**config.mk**
```make
export PLATFORM = sky130hd
export DESIGN_NAME = recv
export DESIGN_NICKNAME = d
export VERILOG_FILES = /design/src/rtl/recv.sv
export SDC_FILE = /design/constraint.sdc
export NUM_CORES = 1
export LEC_CHECK = 0
export ABC_AREA = 1
export CORE_AREA = 5 5 59 61
export DETAILED_ROUTE_END_ITERATION = 6
export DIE_AREA = 0 0 64 66
export GPL_ROUTABILITY_DRIVEN = 0
export PLACE_DENSITY = 0.71
export SKIP_LAST_GASP = 1
export SLEW_MARGIN = 20
export SYNTH_ARGS = -nofsm -noshare
export SYNTH_HDL_FRONTEND = slang
export SYNTH_SLANG_ARGS = --single-unit
```
**constraint.sdc**
```tcl
create_clock -name clk -period 1.3 [get_ports clk]
set_input_delay 0.325 -clock clk [delete_from_list [all_inputs] [get_ports clk]]
set_output_delay 0.325 -clock clk [all_outputs]
set_load 0.05 [all_outputs]
```
**src/rtl/recv.sv**
```systemverilog
// 8N1 UART receiver running directly on clk = DIV x baud, one-cycle valid/ferr strobes.
// Optional `RECV_MAJORITY_EN`: bit decisions use a 3-sample majority instead of a single sample.
module recv #(
    parameter int DIV = 16
) (
    input  logic       clk,
    input  logic       rst,
    input  logic       in,
    output logic [7:0] data,
    output logic       valid,
    output logic       ferr,
    output logic       busy
);

    localparam int CW = $clog2(DIV);
    localparam logic [CW-1:0] HALF_M1 = CW'(DIV / 2 - 1);
    localparam logic [CW-1:0] FULL_M1 = CW'(DIV - 1);

    typedef enum logic [2:0] {
        IDLE,
        START,
        DATA,
        STOP,
        WAIT_HIGH
    } state_e;

    logic meta_q, s0_q;
    logic v;

    always_ff @(posedge clk or negedge rst) begin
        if (!rst) begin
            meta_q <= 1'b1;
            s0_q   <= 1'b1;
        end else begin
            meta_q <= in;
            s0_q   <= meta_q;
        end
    end

`ifdef RECV_MAJORITY_EN
    logic s1_q, s2_q;

    always_ff @(posedge clk or negedge rst) begin
        if (!rst) begin
            s1_q <= 1'b1;
            s2_q <= 1'b1;
        end else begin
            s1_q <= s0_q;
            s2_q <= s1_q;
        end
    end

    assign v = (s0_q & s1_q) | (s0_q & s2_q) | (s1_q & s2_q);
`else
    assign v = s0_q;
`endif

    state_e          state_q, state_d;
    logic [CW-1:0]   cnt_q, cnt_d;
    logic [2:0]      idx_q, idx_d;
    logic [7:0]      sh_q, sh_d;
    logic [7:0]      data_q, data_d;
    logic            valid_q, valid_d;
    logic            ferr_q, ferr_d;

    always_ff @(posedge clk or negedge rst) begin
        if (!rst) begin
            state_q <= IDLE;
            cnt_q   <= '0;
            idx_q   <= '0;
            sh_q    <= '0;
            data_q  <= '0;
            valid_q <= 1'b0;
            ferr_q  <= 1'b0;
        end else begin
            state_q <= state_d;
            cnt_q   <= cnt_d;
            idx_q   <= idx_d;
            sh_q    <= sh_d;
            data_q  <= data_d;
            valid_q <= valid_d;
            ferr_q  <= ferr_d;
        end
    end

    always_comb begin
        state_d = state_q;
        cnt_d   = cnt_q + CW'(1);
        idx_d   = idx_q;
        sh_d    = sh_q;
        data_d  = data_q;
        valid_d = 1'b0;
        ferr_d  = 1'b0;
        case (state_q)
            IDLE: begin
                cnt_d = '0;
                if (!s0_q) state_d = START;
            end
            START: begin
                // Half-bit wait puts every later decision at a bit centre.
                if (cnt_q == HALF_M1) begin
                    cnt_d = '0;
                    if (!v) begin
                        state_d = DATA;
                        idx_d   = '0;
                    end else begin
                        state_d = IDLE;
                    end
                end
            end
            DATA: begin
                if (cnt_q == FULL_M1) begin
                    cnt_d = '0;
                    sh_d  = {v, sh_q[7:1]};
                    if (idx_q == 3'd7) state_d = STOP;
                    else               idx_d   = idx_q + 3'd1;
                end
            end
            STOP: begin
                if (cnt_q == FULL_M1) begin
                    cnt_d = '0;
                    if (v) begin
                        data_d  = sh_q;
                        valid_d = 1'b1;
                        state_d = IDLE;
                    end else begin
                        ferr_d  = 1'b1;
                        state_d = WAIT_HIGH;
                    end
                end
            end
            WAIT_HIGH: begin
                // A held-low (break) line must not be re-read as fresh start bits.
                if (s0_q) state_d = IDLE;
            end
            default: state_d = IDLE;
        endcase
    end

    assign data  = data_q;
    assign valid = valid_q;
    assign ferr  = ferr_q;
    assign busy  = (state_q != IDLE);

endmodule

```
; Yosys cells after proc, flatten, opt, wreduce, memory -nomap -nowiden
; Index checks and enable logic that the tools add are counted.
[classes]
reduce_logical = 8
mux = 23
n_addsub = 2
n_eq_ne = 15
[ops]
columns = cell, count
row1 = $mux 3, 11
row2 = $ne 2x2->1 const B, 8
row3 = $pmux 3 s5, 1
row4 = $pmux 4 s3, 1
row5 = $mux 4, 2
row6 = $eq 3x2->1 const B, 2
row7 = $eq 3x3->1 const B, 2
row8 = $mux 1, 6
row9 = $pmux 3 s2, 1
row10 = $reduce_and 6->1, 1
row11 = $reduce_and 5->1, 1
row12 = $add 4x1->4 const B, 1
row13 = $eq 4x3->1 const B, 1
row14 = $eq 4x4->1 const B, 1
row15 = $add 3x1->3 const B, 1
row16 = $eq 3x1->1 const B, 1
row17 = $logic_not 3->1, 1
row18 = $reduce_and 3->1, 1
row19 = $reduce_bool 3->1, 1
row20 = $mux 2, 1
row21 = $reduce_and 2->1, 1
row22 = $reduce_bool 2->1, 1
row23 = $reduce_or 2->1, 1
[word_totals]
input_bits = 3
regBits = 30
output_inout_bits = 11
word_cells = 57

; Longest topological paths before layout
; Gate-level depths: netlist (run 1).
[depth]
word_depth = 4
ltp_mapped = 9
mapped_depth_nobuf = 9

; Worst setup path before layout (run 1)
; Ideal clock, no wire load.
[synth_timing]
path_kind = register to register
start = reg idx_q[0]
end = reg idx_q[0]
period_less_slack_ns = 1.324
stages_incl_launch_ff = 9
arrival_ns = 1.207
required_ns = 1.183
setup_time_ns = 0.117
n_path_buf = 0
slack_ns = -0.024
path_cell_list = dfrtp_1 ha_1 ha_1 inv_1 nand3_1 o21ai_1 nand2_2 nand2_1 nand2_1
[synth_between]
elab_chain_cells = 4
elab_cells_between_ends = 7
cone_classes = add/sub: 1 / eq/ne: 2 / mux: 3 / reduce/logical: 1
[synth_rtl]
columns = item, line
row1 = from (decl), 60  ; logic [2:0] idx_q, idx_d;
row2 = from (signal assigned), 78  ; idx_q <= idx_d;
row3 = $add 3x1->3, 116  ; else idx_d = idx_q + 3'd1;
row4 = $mux 3, 115  ; if (idx_q == 3'd7) state_d = STOP;
row5 = $mux 3, 112  ; if (cnt_q == FULL_M1) begin
row6 = $pmux 3 s2, 94  ; case (state_q)
; Parallel ways exist; a longest one is shown, timed or not. The select of a mux whose other input is x is not followed.
; A chain may end at the register's enable or synchronous reset.

; Final worst setup path (run 1)
[layout_timing]
start = reg cnt_q[1]
end = reg data_q[6] (netlist: data[6])
[layout_between]
elab_chain_cells = 2
[layout_rtl]
columns = item, line
row1 = from (decl), 59  ; logic [CW-1:0] cnt_q, cnt_d;
row2 = from (signal assigned), 77  ; cnt_q <= cnt_d;
row3 = $eq 4x4->1, 120  ; if (cnt_q == FULL_M1) begin
row4 = $reduce_and 3->1 (no line), -
row5 = to (signal assigned), 80  ; data_q <= data_d;
row6 = to (decl), 62  ; logic [7:0] data_q, data_d;
; No other way between the ends.

==> results.md, run 1 <==
* Worst setup margin at -151 ps
* R2R depth at 7
* Combinational Power Share at 0.418
* Final Skew at 22.1 ps
* 1st-iter DRT viols at 37
* FP Rows at 20
* Routed len/inst at 13.8 um
* Dpl cells at 195
* Crit path capture: data[6]
* CP Data Required Time at 1560 ps
* Final WL at 2990 um
* Critical Path Source Type: flip-flop
* Grt total ovfl at 0
* Worst reg2reg endpoint: data[6]
* RSZ-0062 raised after global routing: yes
* Die Area at 4220 sq um
* Sequential share of power at 0.400
* Largest area contributor in the netlist: dfrtp_1
* Cell Int Power at 1.75 mW
* Initial antenna violation count at 0
* Syn_nets at 148
* Critical path endpoint category: flip-flop
* Gr usage total at 0.157
* PwrDens at 1390 nW/um^2
* DR vias at 1095
* TritonCTS Sinks at 30
* Vias per cell at 5.05
* Mapped Area at 1350 sq um
* Post-DP HPWL at 1720 um
* Layout cells sized above 1 at 0.495
* Die Span Y at 66 um
* Max-slew headroom at 0.831
* Ant. Diodes at 0
* Outcome: finished with violations
* CTS tree: built
* Syn avg cell area at 9.47 sq um
* Global-route wire length before repair at 5040 um
* Worst Hold Margin at 330 ps
* Pre-CTS setup slack at -107 ps
* Fin crit period at 1450 ps
* H-tree Lvls at 2
* Fin. max-slew vios at 0
* Vias in the first global route at 1080
* Detail Route Antenna Nets at 0
* Root Buffer: clkbuf_4
* Ranking of synthesized cells by area: dfrtp_1 (52%), nand2_1 (9.2%), inv_1 (5.3%)
* Arrival time worst endpoint at 1710 ps
* Number of distinct library cells after synthesis at 19
* Final Hold Fails at 0
* Max-cap viol count at 0
* Synth warnings at 0
* LEAKAGE at 0.953 nW
* Clock power share at 0.182
* CP startpoint: cnt_q[1]
* Seq/Total Area, Yosys at 0.560
* Clock buffer depth at 2
* Setup CP Type: flip-flop to flip-flop
* Die width at 64 um
* Layout Cells excl Fill at 217
* Clock transition at the registers of the reported paths at 100 ps
* R2R Path Start: cnt_q[1]
* Clock latency at the later pin of the worst-skew pair at 330 ps
* Worst Hold Class: input port to asynchronous set/reset pin
* Post-DP Area at 1700 sq um
* Flops & latches, synth at 30
* Tightest Pin Transition at 253 ps
* DRT Pass-1 Iters at 4
* Max Fclk at 689 MHz
* Port Buffers at 13
* CTS buffer count at 5
* Post-Layout Inst Area at 2030 sq um
* Final setup viols at 25
* Commonest non-fill, non-tap cell in the layout: dfrtp_1
* Sw Share at 0.379
* Largest net degree at the start of global routing at 31
* Flop-to-flop setup slack at -150 ps
* Core Footprint at 2930 sq um
* P_sw at 1.07 mW
* Synth Instances at 142
* VDD IR max at 1.48 mV
* I/O pins at 14
* Initial Util at 0.459
* NumNets Final at 189
* Layout area overhead at 50.8%
* Final Total Pwr at 2.81 mW
* Commonest non-fill, non-tap cells in the layout: dfrtp_1 (25), inv_1 (18), nand2_1 (17)
* Residual DRC count at 0
* Worst Path Max Fanout at 8
* Failing checks: negative setup slack
* Share of the synthesized area in the top cell type at 0.521
* Fin crit share at 1.12
## cell type report
class / count / area, sq um
timing repair buffer: 34 / 448
multi-input combinational: 91 / 649
inverter: 21 / 81.3
sequential: 30 / 757
fill: 226 / 900
tap: 33 / 41.3
clock inverter: 2 / 10.0
clock buffer: 6 / 41.3
## power groups by stage
stage	combinational, mW	clock (mW)	sequential [mW]
floorplan	0.544	0	1.12
global placement	0.789	0	1.13
detailed placement	0.827	0	1.14
CTS	1.00	0.533	1.11
global route	1.29	0.588	1.14
finish	1.18	0.512	1.13
## Yosys cell counts, drive strengths merged
library cell / n
a31oi: 3
o21ai: 19
dfstp: 2
nor2: 13
inv: 21
xor2: 1
nand2: 37
dfrtp: 28
ha: 3
buf: 2
nand3: 12
a21oi: 1
## critical path: stages (launching register included)
cell and delay, ps:
dfrtp_1 400, ha_4 170, nand2_4 60, nor2_4 200, buf_4 150, buf_6 100
nand3_4 150, o21ai_2 150
## registers in the layout, indices dropped and copies added, names as in the netlist
register	cells
meta_q	1
ferr	1
state_q	3
sh_q	8
cnt_q	4
s0_q	1
valid	1
idx_q	3
data	8
## cells by family (layout without fill, tap and decap cells)
family / count (synthesis) / count (layout) / share of synthesized area
AOI/OAI and AO/OA: 23 / 23 / 0.111
adders and majority gates: 3 / 3 / 0.0279
and+or+nand+nor: 62 / 64 / 0.220
DFF: 30 / 30 / 0.560
buffers and inverters: 23 / 63 / 0.0754
xor gates and xnor gates: 1 / 1 / 0.00651
## per-stage QoR
stage                     utilization  setup TNS (ps)
final                           0.693           -2580
after global routing            0.693           -4530
after CTS                       0.645            -841
after detailed placement        0.581           -1100
after global placement          0.581            -162
after floorplan                     -               0
## layer usage
layer	GRT usage	wire, um
met1	0.187	1180
met2	0.261	1620
met3	0.0391	113
met4	0.0779	68
met5	0	0
## worst min-delay path by stage
| stage | from | endpoint |
|---|---|---|
| global placement | meta_q | s0_q |
| floorplan | rst | cnt_q[0] |
| finish | rst | sh_q[0] |
| global route | rst | valid |
| CTS | rst | valid |
| detailed placement | meta_q | s0_q |
## repair_timing
item	in CTS	in global routing
setup endpoints to repair	26	29
gates cloned	2	1
pin swaps	3	8
hold buffers	0	0
resized for setup	21	27
setup buffers	7	4
(Power assumes the default switching activity.)
==> run 2, diff against run 1 <==
RECOVER_POWER = 100   (was unset)
==> results.md, run 2 (synthesis results as in run 1) <==
* Post-DP HPWL at 1720 um
* Post-Layout Inst Area at 2000 sq um
* DR vias at 1100
* Largest net degree at the start of global routing at 31
* Worst Hold Class: flip-flop to flip-flop
* Commonest non-fill, non-tap cell in the layout: dfrtp_1
* Fin crit period at 1450 ps
* LEAKAGE at 0.945 nW
* Hold bufs inserted after CTS at 0
* Max-slew headroom at 0.518
* Critical Path Source Type: flip-flop
* Outcome: finished with violations
* HP Start: meta_q
* Post-DP Area at 1700 sq um
* Gr usage total at 0.157
* Ant. Diodes at 0
* Routed len/inst at 13.7 um
* Global-route wire length before repair at 5040 um
* Max Fclk at 689 MHz
* Worst setup margin at -151 ps
* PwrDens at 1400 nW/um^2
* I/O pins at 14
* Final Hold Fails at 0
* Die Span Y at 66 um
* Hold path depth at 0
* Die width at 64 um
* Worst Path Max Fanout at 8
* Final Skew at 21.8 ps
* Initial Util at 0.459
* RSZ-0062 raised after global routing: yes
* CTS buffer count at 5
* H-tree Lvls at 2
* R2R depth at 7
* CP Data Required Time at 1560 ps
* CTS tree: built
* Vias per cell at 5.07
* DRT Pass-1 Iters at 4
* Root Buffer: clkbuf_4
* Vias in the first global route at 1080
* CP startpoint: cnt_q[1]
* Final setup viols at 25
* Core Footprint at 2930 sq um
* Max-cap viol count at 0
* Critical path endpoint category: flip-flop
* Grt total ovfl at 0
* FP Rows at 20
* Detail Route Antenna Nets at 0
* 1st-iter DRT viols at 39
* Residual DRC count at 0
* Tightest Pin Transition at 723 ps
* Fin util at 0.683
* Failing checks: negative setup slack
* Arrival time worst endpoint at 1710 ps
* NumNets Final at 189
* Layout cells sized above 1 at 0.495
* R2R Path Start: cnt_q[1]
* Layout area overhead at 48.7%
* Die Area at 4220 sq um
* Clock buffer depth at 2
* Fin. max-slew vios at 0
* Setup CP Type: flip-flop to flip-flop
* Clock latency at the later pin of the worst-skew pair at 330 ps
* Fin crit share at 1.12
* VDD IR max at 1.48 mV
* Clock transition at the registers of the reported paths at 90 ps
* Port Buffers at 13
* Final WL at 2980 um
* Initial antenna violation count at 0
* TritonCTS Sinks at 30
* Commonest non-fill, non-tap cells in the layout: dfrtp_1 (25), inv_1 (18), nand2_1 (17)
[run 2: stage by stage]
step                total power [mW]  instances  TNS (ps)  hold WS [ps]  worst slack, ps
floorplan                       1.67        142         0          29.4             5.49
global placement                1.92        195      -162           347            -18.3
detailed placement              1.97        195     -1100           347             -107
CTS                             2.64        212      -841           335             -139
global route                    3.02        217     -4530           368             -233
finish                          2.81        217     -2570           360             -151
[run 2: report_power, final]
group / total (mW) / switching, mW / leakage [nW] / internal, mW
clock: 0.512 / 0.307 / 0.0320 / 0.205
sequential: 1.12 / 0.0894 / 0.402 / 1.04
combinational: 1.17 / 0.668 / 0.511 / 0.500
total: 2.81 / 1.06 / 0.945 / 1.74
[run 2: worst paths after layout]
check | end | slack, ps
max in group asynchronous | state_q[0] | 210
worst min-delay path | s0_q | 360
worst min register to register | s0_q | 360
worst max register to register | data[6] | -150
worst max-delay path | data[6] | -150
min in group asynchronous | sh_q[0] | 560
[run 2: what timing repair did]
| item | 4_1_cts | 5_1_grt |
|---|---|---|
| setup endpoints to repair | 26 | 29 |
| resized for setup | 21 | 27 |
| buffers inserted | 7 | 4 |
| pin swaps | 3 | 8 |
| gates cloned | 2 | 1 |
[run 2: layout make-up]
cell class | instances | area (sq um)
well taps | 33 | 41.3
repair buffers | 34 | 420
clock inverters | 2 | 10.0
fillers | 229 | 927
multi-input cells | 91 | 649
flip-flops and latches | 30 | 757
inverters | 21 | 81.3
clock buffers | 6 | 41.3
[run 2: critical path: stages (launching register included)]
cell and delay (ps):
dfrtp_1 400, ha_4 170, nand2_4 60, nor2_4 200, buf_4 150, buf_6 100, nand3_4 150, o21ai_2 150
[run 2: routing by layer]
metal | up-vias | routed length, um | part of all wire | global-route usage
met5 | - | 0 | 0 | 0
met4 | 0 | 68 | 0.023 | 0.0779
met3 | 8 | 113 | 0.038 | 0.0391
met2 | 22 | 1630 | 0.54 | 0.261
met1 | 531 | 1180 | 0.39 | 0.187
li1 | 539 | - | - | -
==> run 3, diff against run 2 <==
SETUP_SLACK_MARGIN = 0.5   (was unset)
==> results.md, run 3 (synthesis results as in run 1) <==
* Outcome: finished with violations
* Failing checks: negative setup slack
* HP Start: meta_q
* Multi-input gate area at 656 sq um
* FP Rows at 20
* Die Area at 4220 sq um
* Max stage delay cell, worst path: dfrtp_1
* Clock buffer depth at 2
* Worst reg2reg endpoint: sh_q[1]
* Vias per cell at 4.99
* I/O pins at 14
* Fin. max-slew vios at 0
* Fin crit share at 1.16
* Clock transition at the registers of the reported paths at 90 ps
* P_sw at 1.04 mW
* Initial Util at 0.459
* Layout area overhead at 53.2%
* Most common cell on crit path: buf_6
* Root Buffer: clkbuf_4
* Worst Path Max Fanout at 2
* Max-slew headroom at 0.524
* CTS tree: built
* Critical Path Source Type: flip-flop
* Global-route wire length before repair at 5380 um
* Final setup viols at 27
* Fin util at 0.704
* H-tree Lvls at 2
* CP cell instances: nor2_2 > buf_6 > nand2_4 > buf_6
* Tightest Pin Transition at 714 ps
* R2R depth at 8
* Combinational Power Share at 0.406
* Die width at 64 um
* DRT Pass-1 Iters at 4
* Register area at 767 sq um
* Ant. Diodes at 0
* Vias in the first global route at 1200
* Layout cells sized above 1 at 0.548
* Worst Hold Class: flip-flop to flip-flop
* Die Span Y at 66 um
* Critical path buffer and inverter count at 2
* CTS buffer count at 5
* Arrival time worst endpoint at 1180 ps
* Core Footprint at 2930 sq um
* VDD IR max at 1.17 mV
* Commonest non-fill, non-tap cells in the layout: nand2_1 (19), dfrtp_1 (17), inv_1 (16), buf_4 (16), o21ai_2 (14)
* Gr usage total at 0.169
* Port Buffers at 13
* Critical path endpoint category: output pin
* Clock power share at 0.194
* Final Skew at 7.70 ps
* Hold EP: s0_q
* Residual DRC count at 0
* Hold path depth at 0
* Grt total ovfl at 0
* Setup CP Type: flip-flop to output pin
* NumNets Final at 193
* R2R Path Start: cnt_q[0]
* Post-DP HPWL at 1740 um
* Cell Int Power at 1.72 mW
* 1st-iter DRT viols at 30
* Clock latency at the later pin of the worst-skew pair at 330 ps
* Routed len/inst at 13.7 um
* Final Hold Fails at 0
* Max-cap viol count at 0
* Worst setup margin at -203 ps
* Final WL at 3040 um
* Initial antenna violation count at 0
* Largest net degree at the start of global routing at 31
* RSZ-0062 raised after global routing: yes
* Max Fclk at 665 MHz
* TritonCTS Sinks at 30
* DR vias at 1103
* Final Total Pwr at 2.76 mW
* CP Data Required Time at 980 ps
* Detail Route Antenna Nets at 0
* Sequential share of power at 0.400
* Commonest non-fill, non-tap cell in the layout: nand2_1
* PwrDens at 1340 nW/um^2
* FILL cells at 207
* Fin crit period at 1500 ps
* Sw Share at 0.377
* CP delay by family, top: flip-flops
* Layout Cells excl Fill at 221
* Flop-to-flop setup slack at -200 ps
* Dpl cells at 198
* LEAKAGE at 1.01 nW
* Worst path max stage delay at 400 ps
## run 3: cell types whose count changed in the layout (fill, tap and decap cells not counted), sizes merged
cell	delta
buf	+5
clkbuf	+1
clkinv	-2
## run 3: repair_timing
| item | in CTS | in global routing |
|---|---|---|
| setup buffers | 10 | 2 |
| resized for setup | 30 | 20 |
| endpoints found under the setup margin | 39 | 39 |
| pin swaps | 3 | 10 |
| hold buffers | 0 | 0 |
| cloned | 3 | 0 |
## run 3: cell type report
type | count | area share
Inverter | 21 | 0.0383
Tap cell | 33 | 0.0200
Clock buffer | 8 | 0.0237
Timing Repair Buffer | 38 | 0.228
Sequential cell | 30 | 0.372
Multi-Input combinational cell | 91 | 0.318
## run 3: through the flow
stage | setup TNS, ps | setup WS, ps | hold slack (ps) | instance area, sq um
2_1_floorplan | 0 | 10.3 | 29.4 | 1380
3_3_place_gp | -279 | -33.5 | 347 | 1740
3_5_place_dp | -1240 | -105 | 347 | 1740
4_1_cts | -1770 | -210 | 327 | 1990
5_1_grt | -6450 | -295 | 370 | 2060
6_report | -4030 | -203 | 360 | 2060
## run 3: power by group through the flow
stage               Sequential (mW)  Combinational (mW)  Clock (mW)
detailed placement             1.15               0.859           0
global placement               1.14               0.814           0
finish                         1.10                1.12       0.536
CTS                            1.10                1.05       0.551
floorplan                      1.13               0.581           0
global route                   1.11                1.22       0.622
## run 3: routing by layer
metal  part of all wire  GRT usage  up-vias
li1                   -          -      549
met5                  0          0        -
met3              0.052     0.0629        5
met1               0.40      0.180      515
met2               0.52      0.275       34
met4              0.022      0.114        0
## run 3: how the worst max path moves through the flow
| stage | start | to | cells after the start |
|---|---|---|---|
| finish | state_q[0] | busy | 4 |
| global route | state_q[0] | busy | 4 |
| CTS | state_q[0] | busy | 4 |
| detailed placement | cnt_q[0] | idx_q[1] | 8 |
| global placement | cnt_q[0] | data[5] | 6 |
| floorplan | cnt_q[0] | sh_q[1] | 7 |
